$ cat src/rtl/iir_output_capture_if.sv
// Drain-side handshake for iir_output_capture: FWFT head word plus valid/ready pop.
interface iir_output_capture_if #(
  parameter int unsigned DATA_W = 32
) ();
  logic              cap_valid;
  logic [DATA_W-1:0] cap_data;
  logic              cap_ready;

  modport master (output cap_valid, output cap_data, input cap_ready);
  modport slave  (input cap_valid, input cap_data, output cap_ready);
endinterface

$ cat src/rtl/iir_output_capture.sv
// Captures a window of IIR outData samples into a FWFT FIFO after a settling skip.
// Optional running checksum of written samples under `IIR_CAPTURE_CKSUM_EN.
module iir_output_capture #(
  parameter int unsigned DATA_W = 32,
  parameter int unsigned DEPTH  = 16,
  parameter int unsigned CNT_W  = 16,
  parameter int unsigned SKIP_W = 8
) (
  input  logic                   clk,
  input  logic                   reset,
  input  logic                   start,
  input  logic [SKIP_W-1:0]      skip_count,
  input  logic [CNT_W-1:0]       sample_count,
  input  logic [DATA_W-1:0]      outData,
  iir_output_capture_if.master   cap,
  output logic                   busy,
  output logic                   done,
  output logic                   overflow,
  output logic [$clog2(DEPTH):0] fill_level,
  output logic [DATA_W-1:0]      cksum
);
  localparam int unsigned AW = $clog2(DEPTH);

  localparam logic [1:0] ST_IDLE    = 2'd0;
  localparam logic [1:0] ST_SKIP    = 2'd1;
  localparam logic [1:0] ST_CAPTURE = 2'd2;

  localparam logic [AW:0]   PTR_ONE  = 1;
  localparam logic [AW-1:0] IDX_ONE  = 1;
  localparam logic [AW:0]   FILL_ONE = 1;

  logic [1:0]        state;
  logic [SKIP_W-1:0] skip_cnt;
  logic [CNT_W-1:0]  samp_cnt;

  logic [DATA_W-1:0] mem [DEPTH];
  logic [AW:0]       wr_ptr, rd_ptr;
  logic [AW-1:0]     rd_next;
  logic [DATA_W-1:0] head_q, head_d;
  logic              empty, full, pop, push_req, push;

  assign empty    = (wr_ptr == rd_ptr);
  assign full     = (wr_ptr[AW] != rd_ptr[AW]) && (wr_ptr[AW-1:0] == rd_ptr[AW-1:0]);
  assign pop      = !empty && cap.cap_ready;
  assign push_req = (state == ST_CAPTURE);
  // A push into a full FIFO still lands when the head is popped on the same edge.
  assign push     = push_req && (!full || pop);
  assign rd_next  = rd_ptr[AW-1:0] + IDX_ONE;

  assign fill_level    = wr_ptr - rd_ptr;
  assign cap.cap_valid = !empty;
  assign cap.cap_data  = head_q;

  // Head register keeps the last popped word visible once the FIFO runs empty.
  always_comb begin
    head_d = head_q;
    if (push && (empty || (pop && fill_level == FILL_ONE))) begin
      head_d = outData;
    end else if (pop && fill_level > FILL_ONE) begin
      head_d = mem[rd_next];
    end
  end

  always_ff @(posedge clk) begin
    if (push) begin
      mem[wr_ptr[AW-1:0]] <= outData;
    end
  end

  always_ff @(posedge clk or posedge reset) begin
    if (reset) begin
      state    <= ST_IDLE;
      skip_cnt <= '0;
      samp_cnt <= '0;
      wr_ptr   <= '0;
      rd_ptr   <= '0;
      head_q   <= '0;
      busy     <= 1'b0;
      done     <= 1'b0;
      overflow <= 1'b0;
    end else begin
      done   <= 1'b0;
      head_q <= head_d;
      if (push) wr_ptr <= wr_ptr + PTR_ONE;
      if (pop)  rd_ptr <= rd_ptr + PTR_ONE;
      if (push_req && full && !pop) overflow <= 1'b1;

      case (state)
        ST_IDLE: begin
          if (start) begin
            skip_cnt <= skip_count;
            samp_cnt <= sample_count;
            overflow <= 1'b0;
            if (sample_count == '0) begin
              done <= 1'b1;
            end else if (skip_count == '0) begin
              state <= ST_CAPTURE;
              busy  <= 1'b1;
            end else begin
              state <= ST_SKIP;
              busy  <= 1'b1;
            end
          end
        end
        ST_SKIP: begin
          skip_cnt <= skip_cnt - SKIP_W'(1);
          if (skip_cnt == SKIP_W'(1)) state <= ST_CAPTURE;
        end
        ST_CAPTURE: begin
          samp_cnt <= samp_cnt - CNT_W'(1);
          if (samp_cnt == CNT_W'(1)) begin
            state <= ST_IDLE;
            busy  <= 1'b0;
            done  <= 1'b1;
          end
        end
        default: state <= ST_IDLE;
      endcase
    end
  end

`ifdef IIR_CAPTURE_CKSUM_EN
  logic [DATA_W-1:0] cksum_q;

  always_ff @(posedge clk or posedge reset) begin
    if (reset) begin
      cksum_q <= '0;
    end else if (state == ST_IDLE && start) begin
      cksum_q <= '0;
    end else if (push) begin
      cksum_q <= cksum_q + outData;
    end
  end

  assign cksum = cksum_q;
`else
  assign cksum = '0;
`endif

endmodule

$ cat src/flat_wrapper.sv
// flat-port wrapper written by rule: the top's interface ports become plain ports
module iir_output_capture_flat 
#(
  parameter int unsigned DATA_W = 32,
  parameter int unsigned DEPTH  = 16,
  parameter int unsigned CNT_W  = 16,
  parameter int unsigned SKIP_W = 8
)
  (clk, reset, start, skip_count, sample_count, outData, busy, done, overflow, fill_level, cksum, cap_cap_valid, cap_cap_data, cap_cap_ready);
  iir_output_capture_if #(.DATA_W(DATA_W)) cap_i ();
  input  logic clk;
  input  logic reset;
  input  logic start;
  input  logic [SKIP_W-1:0] skip_count;
  input  logic [CNT_W-1:0] sample_count;
  input  logic [DATA_W-1:0] outData;
  output logic busy;
  output logic done;
  output logic overflow;
  output logic [$clog2(DEPTH):0] fill_level;
  output logic [DATA_W-1:0] cksum;
  output wire logic [$bits(cap_i.cap_valid)-1:0] cap_cap_valid;
  output wire logic [$bits(cap_i.cap_data)-1:0] cap_cap_data;
  input wire logic [$bits(cap_i.cap_ready)-1:0] cap_cap_ready;
  assign cap_cap_valid = cap_i.cap_valid;
  assign cap_cap_data = cap_i.cap_data;
  assign cap_i.cap_ready = cap_cap_ready;
  iir_output_capture #(.DATA_W(DATA_W), .DEPTH(DEPTH), .CNT_W(CNT_W), .SKIP_W(SKIP_W)) u_core (.clk(clk), .reset(reset), .start(start), .skip_count(skip_count), .sample_count(sample_count), .outData(outData), .cap(cap_i), .busy(busy), .done(done), .overflow(overflow), .fill_level(fill_level), .cksum(cksum));
endmodule
$ cat config.mk
export PLATFORM = sky130hd
export DESIGN_NAME = iir_output_capture_flat
export DESIGN_NICKNAME = d
export VERILOG_FILES = /design/src/rtl/iir_output_capture_if.sv /design/src/rtl/iir_output_capture.sv /design/src/flat_wrapper.sv
export SDC_FILE = /design/constraint.sdc
export NUM_CORES = 1
export LEC_CHECK = 0
export CAP_MARGIN = 10
export CORE_ASPECT_RATIO = 2
export CORE_MARGIN = 2
export CORE_UTILIZATION = 53
export CTS_CLUSTER_SIZE = 8
export DETAILED_ROUTE_END_ITERATION = 10
export PLACE_DENSITY = 0.83
export SETUP_SLACK_MARGIN = 0.1
export SLEW_MARGIN = 10
export SYNTH_ARGS = -nofsm -noshare
export SYNTH_HDL_FRONTEND = slang
export SYNTH_SLANG_ARGS = --single-unit
$ cat constraint.sdc
create_clock -name clk -period 5.8 [get_ports clk]
set_clock_uncertainty 0.2 [all_clocks]
set_input_delay 1.16 -clock clk [delete_from_list [all_inputs] [get_ports clk]]
set_output_delay 1.16 -clock clk [all_outputs]
set_load 0.01 [all_outputs]
==> run metrics, run 1 <==
status=finished, final reports clean; number of flops mapped to enable cells by yosys=512; met1 Use GR=0.302; Max-Cap Viols=0; Setup CP Type=reg2out; detailed-router iteration count before antenna repair=7; fin nets=1397; Reg clk slew, reported paths=50 ps; Yosys top cell area share=0.656; Die ar.=46000 sq um; Reg2Reg Depth=10; H-tree depth=3; RSZ-0062 raised after global routing=no; synthesized cell area=23400 sq um; Static Leak=9.05 nW; hold path cells=1; gr busiest metal=met2; fraction of final layout cells sized beyond drive strength 1=0.211; Slew @ Worst Pin=1200 ps; Hold EP=u_core.wr_ptr[4]$_DFFE_PP0P_; maximum vdd drop=0.000907 V; largest net degree at the start of global routing=113; reg2reg end=u_core.cap.cap_data[21]$_DFFE_PP0P_; Bufs on Longest Clock Path=3; synth-to-layout area growth=17.4%; Gates resized, CTS repair=0; Post-synth ARST share=0.122; pwr/cell area=539 nW/um^2; HPWL after DPL=29000 um; worst path required time=4440 ps; DRC=0; post-synthesis sequential area ratio=0.732; relative slew slack=0.201; HP Class=reg2reg; cells after synthesis=1181; Post-DP Area=25000 sq um; register-to-register setup slack=1930 ps; Sequential Power Share=0.359; Finished Cell Area=27500 sq um; Final Setup Violations=0; Avg WL per Cell=28.3 um; min Tclk post-route=4250 ps; Syn Area/Cell=19.8 sq um; Initial Utilization=0.534; Setup crit start=u_core.rd_ptr[0]$_DFFE_PP0P_; die height=301 um; delay-heaviest family, CP=flip-flops; yosys warns=0; CTS Hold Bufs=0; CTS tree=done; post-CTS setup buffers=0; most numerous cell in the Yosys netlist=edfxtp_1; CP max-delay cell=dfrtp_4; Fin. Hold Viols=0; routed wire length=55100 um; CTS Sinks=583; Stages on worst setup path=7; power share of the clock group=0.304; Int Pwr=10.2 mW; Non-Filler Instances=1946; total grt overflow=0; Synth area leaders=edfxtp_1 66%, mux4_2 15%, dfrtp_1 7.6%; hold path start=u_core.wr_ptr[4]$_DFFE_PP0P_; Logic pwr share=0.337; Commonest cells post-synth=512 x edfxtp_1, 160 x mux4_2, 71 x dfrtp_1; crit path launch type=flip-flop; Chip Width=153 um; Psw=4.61 mW; CP Max Fanout=22; Final Util=0.626; crit-path max cell delay=720 ps; Netlist cell types=59; area leader, netlist=edfxtp_1; Sw Share=0.311; post-DR vias/cell=6.31; cts bufs inserted=82; GR Layer Usage met3=0.0374; vias post-DR=12300; Final ANT Viol Nets=0; Core Area=43900 sq um; vias in the first global route=13200; Max Fclk=235 MHz; crit path capture type=primary output; Final period util=0.732; worst skew pair latency=600 ps; initial antenna violation count=0; worst path bufs/invs=2; clock tree root buffer cell=clkbuf_16; met2 Use GR=0.429; reg2reg start=u_core.rd_ptr[0]$_DFFE_PP0P_; Data arrival, critical path=2890 ps; gr usage total=0.241; I/O pins=133; global-route wire length before repair=82900 um; DR iter-0 viols=1246; row cnt=109; setup TNS=0 ps; Synth Flop Type=edfxtp_1; port bufs=100; number of diodes=0; dpl cells=1790; CP cell instances=ha_1 > inv_1 > fa_1 > nand3_1 > a21boi_1 > nor2_1 > clkdlybuf4s50_1; Final Slew Violations=0; Yosys reg bits=583; routability cong.=0.814
[logic make-up (layout without fill, tap and decap cells)]
group / after synthesis / count (layout) / share of synthesized area
other cells: 1 / 32 / 0.000160
compound gates: 110 / 110 / 0.0279
flops: 583 / 583 / 0.732
fa+ha+maj: 14 / 14 / 0.00780
simple gates: 159 / 159 / 0.0322
xor+xnor: 12 / 12 / 0.00481
mux: 194 / 194 / 0.168
buf+inv: 108 / 287 / 0.0269
[worst max-delay path by stage]
stage          slack, ps                            to
3_5_place_dp        1560  u_core.mem[11][15]$_DFFE_PP_
3_3_place_gp        1720  u_core.mem[11][15]$_DFFE_PP_
6_report            1550                 fill_level[4]
5_1_grt             1350                 fill_level[4]
4_1_cts             1510                 fill_level[4]
2_1_floorplan       1180    u_core.mem[3][0]$_DFFE_PP_
[sequential cells by signal, indices dropped and copies added, names as in the netlist, 2 cells and up]
signal	cells
u_core.samp_cnt	16
u_core.rd_ptr	5
u_core.cap.cap_data	32
u_core.mem	512
u_core.wr_ptr	5
u_core.state	2
u_core.skip_cnt	8
[through the flow]
step	total power, mW	worst slack (ps)	hold slack (ps)
6_report	14.8	1550	315
4_1_cts	14.9	1510	311
3_3_place_gp	10.0	1720	290
2_1_floorplan	8.85	1180	262
5_1_grt	15.4	1350	323
3_5_place_dp	10.3	1560	287
[cell usage in the layout, fill, tap and decap left out, drive strengths merged, types with 2 or more instances in the layout]
| master | count |
|---|---|
| buf | 19 |
| inv | 16 |
| a21boi | 3 |
| a32oi | 2 |
| nor3 | 14 |
| xnor2 | 9 |
| nor2 | 41 |
| clkinv | 5 |
| conb | 32 |
| and3b | 3 |
| mux4 | 160 |
| a22oi | 3 |
| a21oi | 26 |
| nor3b | 2 |
| clkbuf | 147 |
| nand4 | 5 |
| ha | 13 |
| nand2 | 56 |
| o22ai | 7 |
| and3 | 2 |
| o32ai | 2 |
| o31ai | 2 |
| clkdlybuf4s50 | 100 |
| nand3 | 7 |
| a211oi | 4 |
| nor4 | 8 |
| edfxtp | 512 |
| o21ai | 48 |
| and2 | 2 |
| a31oi | 3 |
| nand2b | 6 |
| dfrtp | 71 |
| xor2 | 3 |
| nor2b | 2 |
| mux2i | 34 |
| nand3b | 4 |
[layer usage]
metal | routed length [um] | part of all wire
met1 | 19700 | 0.36
met2 | 30200 | 0.55
met3 | 3610 | 0.066
met4 | 1530 | 0.028
met5 | 0 | 0
[power groups by stage]
stage / clock (mW) / combinational (mW) / sequential (mW)
6_report: 4.50 / 5.00 / 5.32
5_1_grt: 4.72 / 5.30 / 5.35
4_1_cts: 4.54 / 5.01 / 5.31
3_5_place_dp: 0 / 4.90 / 5.37
3_3_place_gp: 0 / 4.70 / 5.32
2_1_floorplan: 0 / 3.59 / 5.26
[cell type report]
type                            instances  area [sq um]
Fill cell                            2878         16400
Sequential cell                       583         17200
Multi-Input combinational cell        521          5920
Clock buffer                          147          2340
Inverter                               16          61.3
Clock inverter                          5           115
Tap cell                              555           694
Timing Repair Buffer                  119          1220
Note: power is estimated with default switching activity, not from simulation.
==> inputs of run 2 (changes only) <==
Clock period 5.8 ns to 4.2 ns, I/O delays scaled along.
==> run metrics, run 2 (synthesized netlist as in run 1, its figures left out) <==
status=finished, final reports clean; CTS Hold Bufs=0 (unchanged); crit-path max cell delay=590 ps (-130 ps); Gates resized, CTS repair=0 (unchanged); most frequent cells in the layout=512 x edfxtp_1, 160 x mux4_2, 100 x clkdlybuf4s50_1; routability cong.=0.848 (+4.2%); Data arrival, critical path=2810 ps (-80 ps); CTS Sinks=583 (unchanged); GR Layer Usage met3=0.0421 (+0.00474); largest net degree at the start of global routing=56 (-50%); delay-heaviest family, CP=adder cells; fraction of final layout cells sized beyond drive strength 1=0.220 (+0.00945); fin nets=1413 (+1.1%); crit path capture type=primary output; worst path bufs/invs=2 (unchanged); setup TNS=0 ps (unchanged); number of diodes=0 (unchanged); Finished Cell Area=27600 sq um (+0.34%); crit path launch type=flip-flop; DRC=0 (unchanged); H-tree depth=3 (unchanged); Fin. Hold Viols=0 (unchanged); Avg WL per Cell=28.3 um (-0.13%); cts bufs inserted=82 (unchanged); Final Setup Violations=0 (unchanged); pwr/cell area=744 nW/um^2 (+38%); detailed-router iteration count before antenna repair=7 (unchanged); commonest non-fill, non-tap cell in the layout=edfxtp_1; register-to-register setup slack=430 ps (-1500 ps); relative slew slack=0.299 (+0.0980); Max Fclk=260 MHz; gr busiest metal=met2; vias post-DR=12400 (+0.87%); maximum vdd drop=0.000700 V (-23%); CTS tree=done; port bufs=100 (unchanged); post-DR vias/cell=6.32 (+0.20%); global-route wire length before repair=83700 um (+0.94%); CP cell instances=ha_1 > inv_1 > fa_1 > nand3_1 > a21boi_1 > nor2_1 > clkdlybuf4s50_1; Final period util=0.917; Post-DP Area=25200 sq um (+0.80%); DR iter-0 viols=1169 (-6.2%); CP Max Fanout=14 (-36%); routed wire length=55300 um (+0.54%); Die ar.=46000 sq um (unchanged); max reg flops=512 (unchanged); min Tclk post-route=3850 ps; RSZ-0062 raised after global routing=no; gr usage total=0.246 (+0.00498); post-CTS setup buffers=0 (unchanged); I/O pins=133 (unchanged); Initial Utilization=0.534 (unchanged); HP Class=reg2reg; die height=301 um (unchanged); worst path required time=3160 ps (-1280 ps); Static Leak=9.12 nW (+0.73%); clock tree root buffer cell=clkbuf_16; CP max-delay cell=dfrtp_4; Core Area=43900 sq um (unchanged); Chip Width=153 um (unchanged); total grt overflow=0 (unchanged); Slew @ Worst Pin=1050 ps (-144 ps); synth-to-layout area growth=17.8%; Setup CP Type=reg2out; vias in the first global route=13100 (-0.73%); Max-Cap Viols=0 (unchanged); Final ANT Viol Nets=0 (unchanged); worst skew pair latency=610 ps (about the same); met2 Use GR=0.441 (+0.0120); row cnt=109 (unchanged); Final Slew Violations=0 (unchanged); Bufs on Longest Clock Path=3 (unchanged); HPWL after DPL=29700 um (+2.5%); Reg clk slew, reported paths=50 ps (about the same); met1 Use GR=0.300 (-0.00193); initial antenna violation count=0 (unchanged)
==> run 2: cell count changes in the layout (fill, tap and decap cells not counted) <==
cell	delta
nor3_2	-4
nor3_4	+4
clkbuf_1	-3
buf_16	-2
buf_4	+18
==> run 2: layout make-up <==
type	instances	area [sq um]
timing repair buffer	135	1300
multi-input combinational	521	5940
clock inverter	5	115
fill	2794	16300
inverter	16	61.3
clock buffer	144	2330
sequential	583	17200
tap	555	694
==> run 2: metal layers <==
metal / routed length (um) / share of wire
met1: 19200 / 0.35
met2: 30500 / 0.55
met3: 3980 / 0.072
met4: 1690 / 0.030
met5: 0 / 0
==> run 2: where the power goes <==
| group | total (mW) | switching (mW) | internal (mW) |
|---|---|---|---|
| combinational | 7.02 | 3.50 | 3.52 |
| clock | 6.18 | 2.43 | 3.75 |
| sequential | 7.32 | 0.466 | 6.86 |
| total | 20.5 | 6.40 | 14.1 |
==> run 2: per-stage QoR <==
stage          worst slack [ps]  power [mW]  utilization  std cells  hold WS, ps
2_1_floorplan               486        12.2            -       1212          262
3_3_place_gp                784        13.9        0.573       1810          278
3_5_place_dp                550        14.2        0.573       1810          280
4_1_cts                     344        20.6        0.628       1959          288
5_1_grt                     255        21.3        0.628       1959          315
6_report                    347        20.5        0.628       1959          289
==> run 2: worst paths after layout <==
kind / from / end / depth (start not counted)
worst max-delay path: u_core.rd_ptr[0]$_DFFE_PP0P_ / fill_level[4] / 7
min in group asynchronous: reset / u_core.skip_cnt[3]$_DFFE_PP0P_ / 2
worst min register to register: u_core.wr_ptr[4]$_DFFE_PP0P_ / u_core.wr_ptr[4]$_DFFE_PP0P_ / 1
max in group asynchronous: reset / u_core.cap.cap_data[8]$_DFFE_PP0P_ / 3
worst max register to register: u_core.rd_ptr[0]$_DFFE_PP0P_ / u_core.cap.cap_data[7]$_DFFE_PP0P_ / 10
worst min-delay path: u_core.wr_ptr[4]$_DFFE_PP0P_ / u_core.wr_ptr[4]$_DFFE_PP0P_ / 1
